**src/rtl/fns_dec_sched_if.sv**
```systemverilog
// Handshake bundle between NLANE codeword sources, the shared FNS decoder and
// the downstream consumer of decoded results.
interface fns_dec_sched_if #(
  parameter int NLANE = 4,
  parameter int CW    = 29,
  parameter int DW    = 22,
  parameter int LW    = 2
);
  logic [NLANE-1:0]    in_valid;
  logic [NLANE-1:0]    in_ready;
  logic [NLANE*CW-1:0] in_code;
  logic                out_valid;
  logic                out_ready;
  logic [DW-1:0]       out_data;
  logic [LW-1:0]       out_lane;
  logic                busy;

  modport master (
    output in_valid, in_code, out_ready,
    input  in_ready, out_valid, out_data, out_lane, busy
  );

  modport slave (
    input  in_valid, in_code, out_ready,
    output in_ready, out_valid, out_data, out_lane, busy
  );
endinterface

```
**src/rtl/fns_dec_sched.sv**
```systemverilog
// Round-robin shared bit-serial Fibonacci-numeral-system decoder: grants one
// lane, decodes its CW-bit codeword LSB-first over CW cycles, then holds the result.
module fns_dec_sched #(
  parameter int NLANE = 4,
  parameter int CW    = 29,
  parameter int DW    = 22,
  parameter int LW    = 2
) (
  input  logic           clk,
  input  logic           rst,
  fns_dec_sched_if.slave bus
);

  localparam int CNT_W = $clog2(CW);

  typedef enum logic [1:0] {IDLE, RUN, DONE} state_t;

  state_t           r_state;
  state_t           w_state_nxt;
  logic [CW-1:0]    r_shreg;
  logic [DW-1:0]    r_acc;
  logic [DW-1:0]    r_wa;
  logic [DW-1:0]    r_wb;
  logic [CNT_W-1:0] r_cnt;
  logic [LW-1:0]    r_lane;
  logic [LW-1:0]    r_last;

  logic             w_any;
  logic [LW-1:0]    w_grant;
  logic             w_start;
  logic [NLANE-1:0] w_in_ready;

  // Search from the lane after the last winner; descending offsets so the
  // nearest requester overwrites any farther one.
  always_comb begin
    w_any   = 1'b0;
    w_grant = '0;
    for (int off = NLANE; off >= 1; off--) begin
      if (bus.in_valid[(int'(r_last) + off) % NLANE]) begin
        w_any   = 1'b1;
        w_grant = LW'((int'(r_last) + off) % NLANE);
      end
    end
  end

  assign w_start = (r_state == IDLE) && w_any;

  always_comb begin
    w_in_ready = '0;
    if (w_start) begin
      w_in_ready[w_grant] = 1'b1;
    end
  end

  always_comb begin
    w_state_nxt = r_state;
    case (r_state)
      IDLE:    if (w_any) w_state_nxt = RUN;
      RUN:     if (r_cnt == CNT_W'(CW - 1)) w_state_nxt = DONE;
      DONE:    if (bus.out_ready) w_state_nxt = IDLE;
      default: w_state_nxt = IDLE;
    endcase
  end

  // Control and result registers: cleared by reset, discarding any decode.
  always_ff @(posedge clk) begin
    if (rst) begin
      r_state <= IDLE;
      r_acc   <= '0;
      r_cnt   <= '0;
      r_lane  <= '0;
      r_last  <= LW'(NLANE - 1);
    end else begin
      r_state <= w_state_nxt;
      case (r_state)
        IDLE: begin
          if (w_any) begin
            r_acc  <= '0;
            r_cnt  <= '0;
            r_lane <= w_grant;
            r_last <= w_grant;
          end
        end
        RUN: begin
          if (r_shreg[0]) begin
            r_acc <= r_acc + r_wa;
          end
          r_cnt <= r_cnt + CNT_W'(1);
        end
        default: ;
      endcase
    end
  end

  // Serial datapath: shift register plus the running Fibonacci weight pair.
  always_ff @(posedge clk) begin
    if (w_start) begin
      r_shreg <= bus.in_code[w_grant*CW +: CW];
      r_wa    <= DW'(1);
      r_wb    <= DW'(2);
    end else if (r_state == RUN) begin
      r_shreg <= r_shreg >> 1;
      r_wa    <= r_wb;
      r_wb    <= r_wa + r_wb;
    end
  end

  assign bus.in_ready  = w_in_ready;
  assign bus.out_valid = (r_state == DONE);
  assign bus.out_data  = r_acc;
  assign bus.out_lane  = r_lane;
  assign bus.busy      = (r_state != IDLE);

endmodule
```
**src/flat_wrapper.sv**
```systemverilog
// flat-port wrapper written by rule: the top's interface ports become plain ports
module fns_dec_sched_flat 
#(
  parameter int NLANE = 4,
  parameter int CW    = 29,
  parameter int DW    = 22,
  parameter int LW    = 2
)
  (clk, rst, bus_in_valid, bus_in_code, bus_out_ready, bus_in_ready, bus_out_valid, bus_out_data, bus_out_lane, bus_busy);
  fns_dec_sched_if #(.NLANE(NLANE), .CW(CW), .DW(DW), .LW(LW)) bus_i ();
  input  logic clk;
  input  logic rst;
  input wire logic [$bits(bus_i.in_valid)-1:0] bus_in_valid;
  input wire logic [$bits(bus_i.in_code)-1:0] bus_in_code;
  input wire logic [$bits(bus_i.out_ready)-1:0] bus_out_ready;
  output wire logic [$bits(bus_i.in_ready)-1:0] bus_in_ready;
  output wire logic [$bits(bus_i.out_valid)-1:0] bus_out_valid;
  output wire logic [$bits(bus_i.out_data)-1:0] bus_out_data;
  output wire logic [$bits(bus_i.out_lane)-1:0] bus_out_lane;
  output wire logic [$bits(bus_i.busy)-1:0] bus_busy;
  assign bus_i.in_valid = bus_in_valid;
  assign bus_i.in_code = bus_in_code;
  assign bus_i.out_ready = bus_out_ready;
  assign bus_in_ready = bus_i.in_ready;
  assign bus_out_valid = bus_i.out_valid;
  assign bus_out_data = bus_i.out_data;
  assign bus_out_lane = bus_i.out_lane;
  assign bus_busy = bus_i.busy;
  fns_dec_sched #(.NLANE(NLANE), .CW(CW), .DW(DW), .LW(LW)) u_core (.clk(clk), .rst(rst), .bus(bus_i));
endmodule
```
**config.mk**
```make
export PLATFORM = sky130hd
export DESIGN_NAME = fns_dec_sched_flat
export DESIGN_NICKNAME = d
export VERILOG_FILES = /design/src/rtl/fns_dec_sched_if.sv /design/src/rtl/fns_dec_sched.sv /design/src/flat_wrapper.sv
export SDC_FILE = /design/constraint.sdc
export NUM_CORES = 1
export LEC_CHECK = 0
export ABC_CLOCK_PERIOD_IN_PS = 3400
export CORE_MARGIN = 2
export CORE_UTILIZATION = 52
export DETAILED_ROUTE_END_ITERATION = 12
export PLACE_DENSITY = 0.87
export REMOVE_ABC_BUFFERS = 1
export SYNTH_ARGS = -nofsm -noshare
export SYNTH_HDL_FRONTEND = slang
export SYNTH_SLANG_ARGS = --single-unit
```
**constraint.sdc**
```tcl
create_clock -name clk -period 3.4 [get_ports clk]
set_input_delay 0.34 -clock clk [delete_from_list [all_inputs] [get_ports clk]]
set_output_delay 0.34 -clock clk [all_outputs]
set_load 0.1 [all_outputs]
```
# Word-level counts from Yosys, hierarchy flattened
# Cells that the tools add are included.
[totals]
ff_bits = 106
out_inout_bits = 30
[classes]
add_sub_neg = 7
n_mul = 1
magnitude_cmp = 6
n_eq_ne = 7
shifts = 1
muxes = 34
bitwise_logic = 4
reduce_logical = 14
[op_table]
columns = ["operator", "count"]
rows = [
  ["$shiftx A116 B8 Y29", 1],
  ["$mux W29", 2],
  ["$add A22 B22 Y22", 2],
  ["$mux W22", 2],
  ["$pmux W22 S2", 1],
  ["$lt A3 B4 Y1 const B", 4],
  ["$mux W2", 7],
  ["$mux W1", 13],
  ["$pmux W5 S2", 1],
  ["$bmux W1 S2", 4],
  ["$reduce_or A2 Y1", 4],
  ["$mul A2 B5 Y7 const B", 1],
  ["$ne A2 B1 Y1 const B", 3],
  ["$pmux W2 S3", 1],
  ["$reduce_and A3 Y1", 2],
  ["$reduce_bool A2 Y1", 3],
  ["$add A5 B1 Y5 const B", 1],
  ["$eq A5 B5 Y1 const B", 1],
  ["$mux W5", 1],
  ["$add A2 B1 Y2 const B", 2],
  ["$add A2 B2 Y2 const B", 2],
  ["$and A1 B1 Y1 const A", 4],
  ["$mux W4", 1],
  ["$reduce_and A2 Y1", 2],
  ["other kinds (8)", 9],
]

# Longest topological paths before layout
# Gate-level depths: netlist of the first run.
[logic_depth]
depth_word = 15
mapped_depth = 11

# Worst setup path before layout of the first run
# OpenSTA, ideal clock, no wires.
[synth_timing]
path_kind = "register to output"
startpoint = "register u_core.r_state[0]"
endpoint = "output bus_in_ready[1]"
t_arrival_ps = 3609
required_ps = 3060
slack_ps = -549
stages_incl_launch_ff = 6
path_cell_list = "dfxtp_1 > or2_2 > or2_2 > clkbuf_1 > clkbuf_1 > nor3_1"
[synth_between]
elab_chain_cells = 3
[synth_lines]
columns = ["element", "line", "rtl"]
rows = [
  ["start: declaration", "fns_dec_sched.sv:18", "state_t r_state;"],
  ["start signal: assignment", "fns_dec_sched.sv:74", "r_state <= w_state_nxt;"],
  ["$logic_not A2 Y1", "fns_dec_sched.sv:46", "assign w_start = (r_state == IDLE) && w_any;"],
  ["$logic_and A1 B1 Y1", "fns_dec_sched.sv:46", ""],
  ["$mux W4", "fns_dec_sched.sv:50", "if (w_start) begin"],
  ["end: declaration", "flat_wrapper.sv:16", "output wire logic [$bits(bus_i.in_ready)-1:0] bus_in_ready;"],
]
# No other way between the ends.

# Final worst setup path of the first run
[layout_timing]
startpoint = "register u_core.r_wa[0]"
endpoint = "register u_core.r_acc[20], in the netlist u_core.bus.out_data[20]"
[layout_between]
elab_chain_cells = 3
[layout_lines]
columns = ["element", "line", "rtl"]
rows = [
  ["start: declaration", "fns_dec_sched.sv:22", "logic [DW-1:0] r_wa;"],
  ["start signal: assignment", "fns_dec_sched.sv:103", "r_wa <= r_wb;"],
  ["$add A22 B22 Y22", "fns_dec_sched.sv:86", "r_acc <= r_acc + r_wa;"],
  ["$mux W22", "fns_dec_sched.sv:85", "if (r_shreg[0]) begin"],
  ["$pmux W22 S2", "fns_dec_sched.sv:75", "case (r_state)"],
  ["end signal: assignment", "fns_dec_sched.sv:86", ""],
  ["end: declaration", "fns_dec_sched.sv:21", "logic [DW-1:0] r_acc;"],
]
# No other way between the ends. The select of a mux whose other input is x is not followed.
# A chain may end at the register's enable or synchronous reset.

==> impl_metrics.json, run 1 <==
{
  "die_area_um2": 14150,
  "cts.path.max_buffers": 2,
  "period_needed_ps": 2841,
  "synth-simple-area-share_pct": 25.29,
  "hpwl_um": 12520,
  "postRouteAntennaNets": 0,
  "layout.nets": 1216,
  "clock-root-buffer": "clkbuf_16",
  "met3_usage_pct": 3.688,
  "report.final.slew_viol_count": 0,
  "slowest_stage": "a211oi_1",
  "cap_violations": 0,
  "reg2reg_to": "u_core.bus.out_data[20]$_SDFFE_PP0P_",
  "synth_top_cells_by_area": "dfxtp_1, nand2_1, edfxtp_1",
  "antenna_found_initial": 0,
  "row_count": 42,
  "synth_xor_area_share_pct": 4.333,
  "start_util_pct": 52.52,
  "grt_overflow": 0,
  "grt_max_degree": 65,
  "cts_inserted_buffers": 9,
  "synth-async-reset-ratio_pct": 0,
  "power_frac_seq_pct": 43.9,
  "synth_top_family_by_area": "simple AND/OR/NAND/NOR gates",
  "fin_skew_ps": 8.918,
  "h-tree-depth": 3,
  "p_int_mw": 2.403,
  "cts.sinks": 106,
  "wl_per_cell_um": 13.71,
  "placed_cell_area_um2": 8589,
  "crit_type": "flip-flop to flip-flop",
  "worst_ir_drop_vdd_v": 0.0002383,
  "post_synth.cell_area_avg_um2": 7.414,
  "syn_to_final_growth_pct": 29.35,
  "max_freq_ghz": 0.3519,
  "grt_pass1_vias": 6293,
  "grt_setup_unrepaired": "false",
  "regArea_um2": 2412,
  "rrSetupSlack_ps": 560,
  "multiInputGateArea_um2": 4209,
  "final_util_pct": 67.94,
  "crit_end": "u_core.bus.out_data[20]$_SDFFE_PP0P_",
  "tightest_slew_ps": 1030,
  "antennaDiodeCount": 0,
  "timing.critical_path.buf_inv": 1,
  "setup_ws_ps": 558.6,
  "swShare_pct": 29.25,
  "synthCells": 927,
  "setup_viol": 0,
  "synth_most_common_cell": "nand2_1",
  "timing.final.crit_share_pct": 83.57,
  "ys_seq_elements": 106,
  "synth_top_cell_area_share_pct": 22.43,
  "gp_congestion": 0.9025,
  "dp.cells": 1212,
  "fp.dieW_um": 119.0,
  "synthAdderAreaFrac_pct": 8.593,
  "fin_hold_ws_ps": 461.3,
  "clkLatencyLatePin_ps": 340,
  "cts_tree": "done",
  "drive_gt1_share_pct": 4.658,
  "synth_compound_area_share_pct": 22.12,
  "power_mw": 3.396,
  "postCtsHoldBufs": 0,
  "synthMuxAreaShare_pct": 0.4369,
  "n_fill_cell": 1066,
  "start_kind": "flip-flop",
  "first_pass_iters": 5,
  "grt_pass1_wl_um": 28260,
  "cp_cell_sequence": "ha_1 -> inv_1 -> fa_1 -> and2b_1 -> o2111a_1 -> o21bai_1 -> a211oi_1 -> o21ai_0 -> a21oi_1 -> xor2_1 -> a22o_1",
  "arrival_ps": 3080,
  "grt_use_met2_pct": 41.88,
  "grtUsageMet1_pct": 30.16,
  "slew_headroom_pct": 31.15,
  "yosysSeqAreaShare_pct": 35.10,
  "num_vias": 6677,
  "grt.busiest_layer": "met2",
  "r2r_start": "u_core.r_wa[0]$_SDFFE_PP1P_",
  "ys_types": 55,
  "synth_ff_type": "dfxtp_1",
  "synth-edff-count": 29,
  "hp-class": "flip-flop to flip-flop",
  "yosys.area.top_type": "dfxtp_1",
  "critPathTopFamily": "compound AO/OA/AOI/OAI gates",
  "synthesis.area_um2": 6873,
  "viasPerCell": 5.437,
  "switchingPower_mw": 0.9935,
  "ios": 153,
  "yosysWarnings": 0,
  "grt_usage_pct": 24.02,
  "fin_cells": 1228,
  "post_cts_buffers": 0,
  "postCtsResizedCells": 0,
  "required_ps": 3640,
  "cp-startpoint": "u_core.r_wa[0]$_SDFFE_PP1P_",
  "combPwrFrac_pct": 24.9,
  "drt_wl_total_um": 16840,
  "crit_path_end_kind": "flip-flop",
  "cp.depth": 11,
  "pwr_density_cell_nw_per_um2": 382.0,
  "leakage_nw": 3.749,
  "detail_route.iter0.violations": 483,
  "drc": 0,
  "die_h_um": 119.0,
  "finish.instance_area_um2": 8890,
  "p_clk_share_pct": 31.2,
  "run_status": "finished, final reports clean",
  "finalHoldViolCount": 0,
  "coreArea_um2": 13090,
  "fin_setup_tns_ps": 0,
  "dp_slack_ps": 572.6,
  "synth_common_cells": "nand2_1, o21ai_0, a21oi_1",
  "r2r_cells": 11,
  "port_buffers": 152,
  "critical_path.max_fanout": 4,
  "critPathMaxStageDelay_ps": 500,
  "clkTransAtPathRegs_ps": 70
}
## worst min path at each step
| stage | from | cells past startpoint | slack, ps | endpoint |
|---|---|---|---|---|
| floorplan | rst | 1 | 410 | u_core.bus.out_data[0]$_SDFFE_PP0P_ |
| detailed placement | u_core.bus.out_lane[1]$_SDFFE_PP0P_ | 2 | 460 | u_core.bus.out_lane[1]$_SDFFE_PP0P_ |
| finish | u_core.bus.out_lane[1]$_SDFFE_PP0P_ | 2 | 460 | u_core.bus.out_lane[1]$_SDFFE_PP0P_ |
| CTS | u_core.bus.out_lane[1]$_SDFFE_PP0P_ | 2 | 470 | u_core.bus.out_lane[1]$_SDFFE_PP0P_ |
| global placement | u_core.bus.out_lane[1]$_SDFFE_PP0P_ | 2 | 450 | u_core.bus.out_lane[1]$_SDFFE_PP0P_ |
| global route | u_core.r_wb[19]$_SDFFE_PP0P_ | 2 | 500 | u_core.r_wb[19]$_SDFFE_PP0P_ |
## registers in the layout, summed over array words and instances (netlist names)
register,count
u_core.r_wb,22
u_core.r_shreg,29
u_core.r_state,2
u_core.r_cnt,5
u_core.bus.out_lane,2
u_core.r_last,2
u_core.bus.out_data,22
u_core.r_wa,22
## logic make-up after synthesis
family                   Yosys count
XOR/XNOR                          34
flip-flops                       106
buffers and inverters             74
AND/OR/NAND/NOR                  413
AO/OA/AOI/OAI                    251
multiplexers                       3
adder cells (fa/ha/maj)           46
## layout make-up
class	instances	share of cell area (%)
multi-input combinational	747	47.35
timing repair buffer	164	18.86
tap	176	2.477
sequential	106	27.14
clock inverter	2	0.3941
inverter	19	0.8023
clock buffer	14	2.984
## power by group through the flow
stage	Sequential [mW]	Combinational, mW	Clock [mW]
floorplan	1.54	0.476	0
detailed placement	1.52	0.850	0
global route	1.51	0.943	1.11
global placement	1.51	0.836	0
finish	1.49	0.847	1.06
CTS	1.49	0.853	1.07
## worst reg2reg max path, delay by kind of cell (launching register included)
kind	cells	cell delay [ps]
flip-flops	1	360
AND/OR/NAND/NOR	1	250
adder cells (fa/ha/maj)	2	570
AO/OA/AOI/OAI	6	1430
XOR/XNOR	1	90
buffers and inverters	1	60
## routing by layer
| layer | part of all wire, % | wire (um) |
|---|---|---|
| met5 | 0 | 0 |
| met4 | 2.2 | 365 |
| met3 | 5.9 | 999 |
| met2 | 48 | 8128 |
| met1 | 44 | 7343 |
## cell usage in the layout (no fill, tap or decap), types with 3 or more instances in the layout
master	synthesis	routed
nand2_1	266	266
a22oi_1	6	6
ha_1	44	44
xor2_1	15	15
clkbuf_16	0	9
a211oi_1	9	8
or2_2	5	5
xnor2_1	19	19
edfxtp_1	29	29
o21ai_0	85	85
a31oi_1	6	6
nand4_1	6	6
nor2_1	50	48
mux2i_1	3	3
nand2b_1	5	4
inv_1	19	19
o21a_1	4	4
and3_1	7	7
a22o_1	11	11
a211o_1	4	4
buf_12	0	6
clkdlybuf4s50_1	0	148
nor4_1	3	3
o31ai_1	4	4
a21oi_1	78	77
o21ai_1	4	4
nand3_1	42	42
dfxtp_1	77	77
buf_4	0	10
nor3_1	11	11
a21o_1	18	17
o21bai_1	5	5
nor2b_1	8	8
Power figures use the tool's default switching activity.
==> run 2: changes to the inputs <==
--- a/config.mk
+++ b/config.mk
@@ -5,7 +5,7 @@
 export SDC_FILE = /design/constraint.sdc
 export NUM_CORES = 1
 export LEC_CHECK = 0
-export ABC_CLOCK_PERIOD_IN_PS = 3400
+export ABC_CLOCK_PERIOD_IN_PS = 2900
 export CORE_MARGIN = 2
 export CORE_UTILIZATION = 52
 export DETAILED_ROUTE_END_ITERATION = 12
==> constraint.sdc (replaced) <==
create_clock -name clk -period 2.9 [get_ports clk]
set_input_delay 0.29 -clock clk [delete_from_list [all_inputs] [get_ports clk]]
set_output_delay 0.29 -clock clk [all_outputs]
set_load 0.1 [all_outputs]
==> impl_metrics.json, run 2 (synthesis gave the netlist of run 1 again) <==
{
  "crit_type": "flip-flop to flip-flop",
  "start_kind": "flip-flop",
  "timing.final.crit_share_pct": 92.84,
  "hp-class": "flip-flop to flip-flop",
  "clock-root-buffer": "clkbuf_16",
  "cap_violations": 0,
  "final_util_pct": 67.80,
  "grt_pass1_vias": 6417,
  "tightest_slew_ps": 1112,
  "leakage_nw": 3.828,
  "power_mw": 4.023,
  "grt_overflow": 0,
  "cts_tree": "done",
  "viasPerCell": 5.444,
  "drc": 0,
  "cp_cell_sequence": "ha_1 -> inv_1 -> fa_1 -> and2b_1 -> o2111a_1 -> o21bai_1 -> a211oi_1 -> buf_4 -> o21ai_0 -> a21oi_1 -> xor2_1 -> a22o_1",
  "syn_to_final_growth_pct": 29.09,
  "start_util_pct": 52.52,
  "placed_cell_area_um2": 8554,
  "fin_skew_ps": 9.865,
  "grt_max_degree": 66,
  "post_cts_buffers": 0,
  "coreArea_um2": 13090,
  "finalHoldViolCount": 0,
  "row_count": 42,
  "critPathTopFamily": "compound AO/OA/AOI/OAI gates",
  "crit_path_end_kind": "flip-flop",
  "finish.instance_area_um2": 8872,
  "pwr_density_cell_nw_per_um2": 453.5,
  "critPathMaxStageDelay_ps": 380,
  "clkTransAtPathRegs_ps": 70,
  "setup_viol": 0,
  "timing.critical_path.buf_inv": 2,
  "clkLatencyLatePin_ps": 350,
  "cts.sinks": 106,
  "detail_route.iter0.violations": 530,
  "required_ps": 3140,
  "arrival_ps": 2930,
  "drt_wl_total_um": 16940,
  "final_cell_mix": "nand2_1, clkdlybuf4s50_1, o21ai_0",
  "run_status": "finished, final reports clean",
  "cts.path.max_buffers": 2,
  "postCtsHoldBufs": 0,
  "postRouteAntennaNets": 0,
  "dp_slack_ps": 253.0,
  "report.final.slew_viol_count": 0,
  "antenna_found_initial": 0,
  "setup_ws_ps": 207.8,
  "die_h_um": 119.0,
  "wl_per_cell_um": 13.75,
  "antennaDiodeCount": 0,
  "drive_gt1_share_pct": 7.576,
  "postCtsResizedCells": 0,
  "final_common_cell": "nand2_1",
  "slew_headroom_pct": 25.81,
  "largest_reg_flops": 29,
  "hpwl_um": 12740,
  "cts_inserted_buffers": 9,
  "max_freq_ghz": 0.3714,
  "slowest_stage": "fa_1",
  "gp_congestion": 0.9374,
  "first_pass_iters": 5,
  "layout.nets": 1220,
  "port_buffers": 152,
  "critical_path.max_fanout": 4,
  "h-tree-depth": 3,
  "regMostFlops": "u_core.r_shreg",
  "grt_usage_pct": 24.72,
  "fp.dieW_um": 119.0,
  "period_needed_ps": 2692,
  "grt_pass1_wl_um": 28940,
  "grt_setup_unrepaired": "false",
  "die_area_um2": 14150,
  "ios": 153,
  "worst_ir_drop_vdd_v": 0.0003028,
  "num_vias": 6707,
  "fin_setup_tns_ps": 0
}
-- run 2: cell count changes in the layout (fill, tap and decap cells not counted), sizes merged --
cell           delta
buf              +30
clkdlybuf4s50    -26
clkbuf            -1
clkinv            +1
-- run 2: metrics by stage --
stage          hold WS, ps  cells
6_report             473.8   1232
5_1_grt              483.4   1232
4_1_cts              469.2   1232
3_5_place_dp         459.7   1216
3_3_place_gp         456.8   1216
2_1_floorplan        359.1    872
-- run 2: power by group --
group | internal (mW) | switching [mW]
clock network | 0.744 | 0.527
registers | 1.69 | 0.0618
logic | 0.413 | 0.590
-- run 2: worst min-delay path, delay by kind of cell (launching register included) --
family           cells  cell delay (ps)
flip-flops           1              320
AO/OA/AOI/OAI        1               50
AND/OR/NAND/NOR      1               60
-- run 2: worst paths after layout --
check,endpoint,startpoint,slack (ps),cells after the start
worst max-delay path,u_core.bus.out_data[20]$_SDFFE_PP0P_,u_core.r_wa[0]$_SDFFE_PP1P_,210,12
worst min-delay path,u_core.r_wb[4]$_SDFFE_PP0P_,u_core.r_wb[4]$_SDFFE_PP0P_,470,2
worst max register to register,u_core.bus.out_data[20]$_SDFFE_PP0P_,u_core.r_wa[0]$_SDFFE_PP1P_,210,12
worst min register to register,u_core.r_wb[4]$_SDFFE_PP0P_,u_core.r_wb[4]$_SDFFE_PP0P_,470,2
-- run 2: area by class of cell --
type,count,area [um2]
multi-input combinational,747,4209
tap,176,220.2
clock buffer,13,270.3
timing repair buffer,168,1642
clock inverter,3,47.55
sequential,106,2412
fill,1084,4213
inverter,19,71.32
-- run 2: metal layers --
metal / global-route usage [%] / share of wire [%]
met3: 6.178 / 6.3
met4: 7.738 / 2.1
met1: 30.65 / 43
met5: 0 / 0
met2: 42.21 / 49
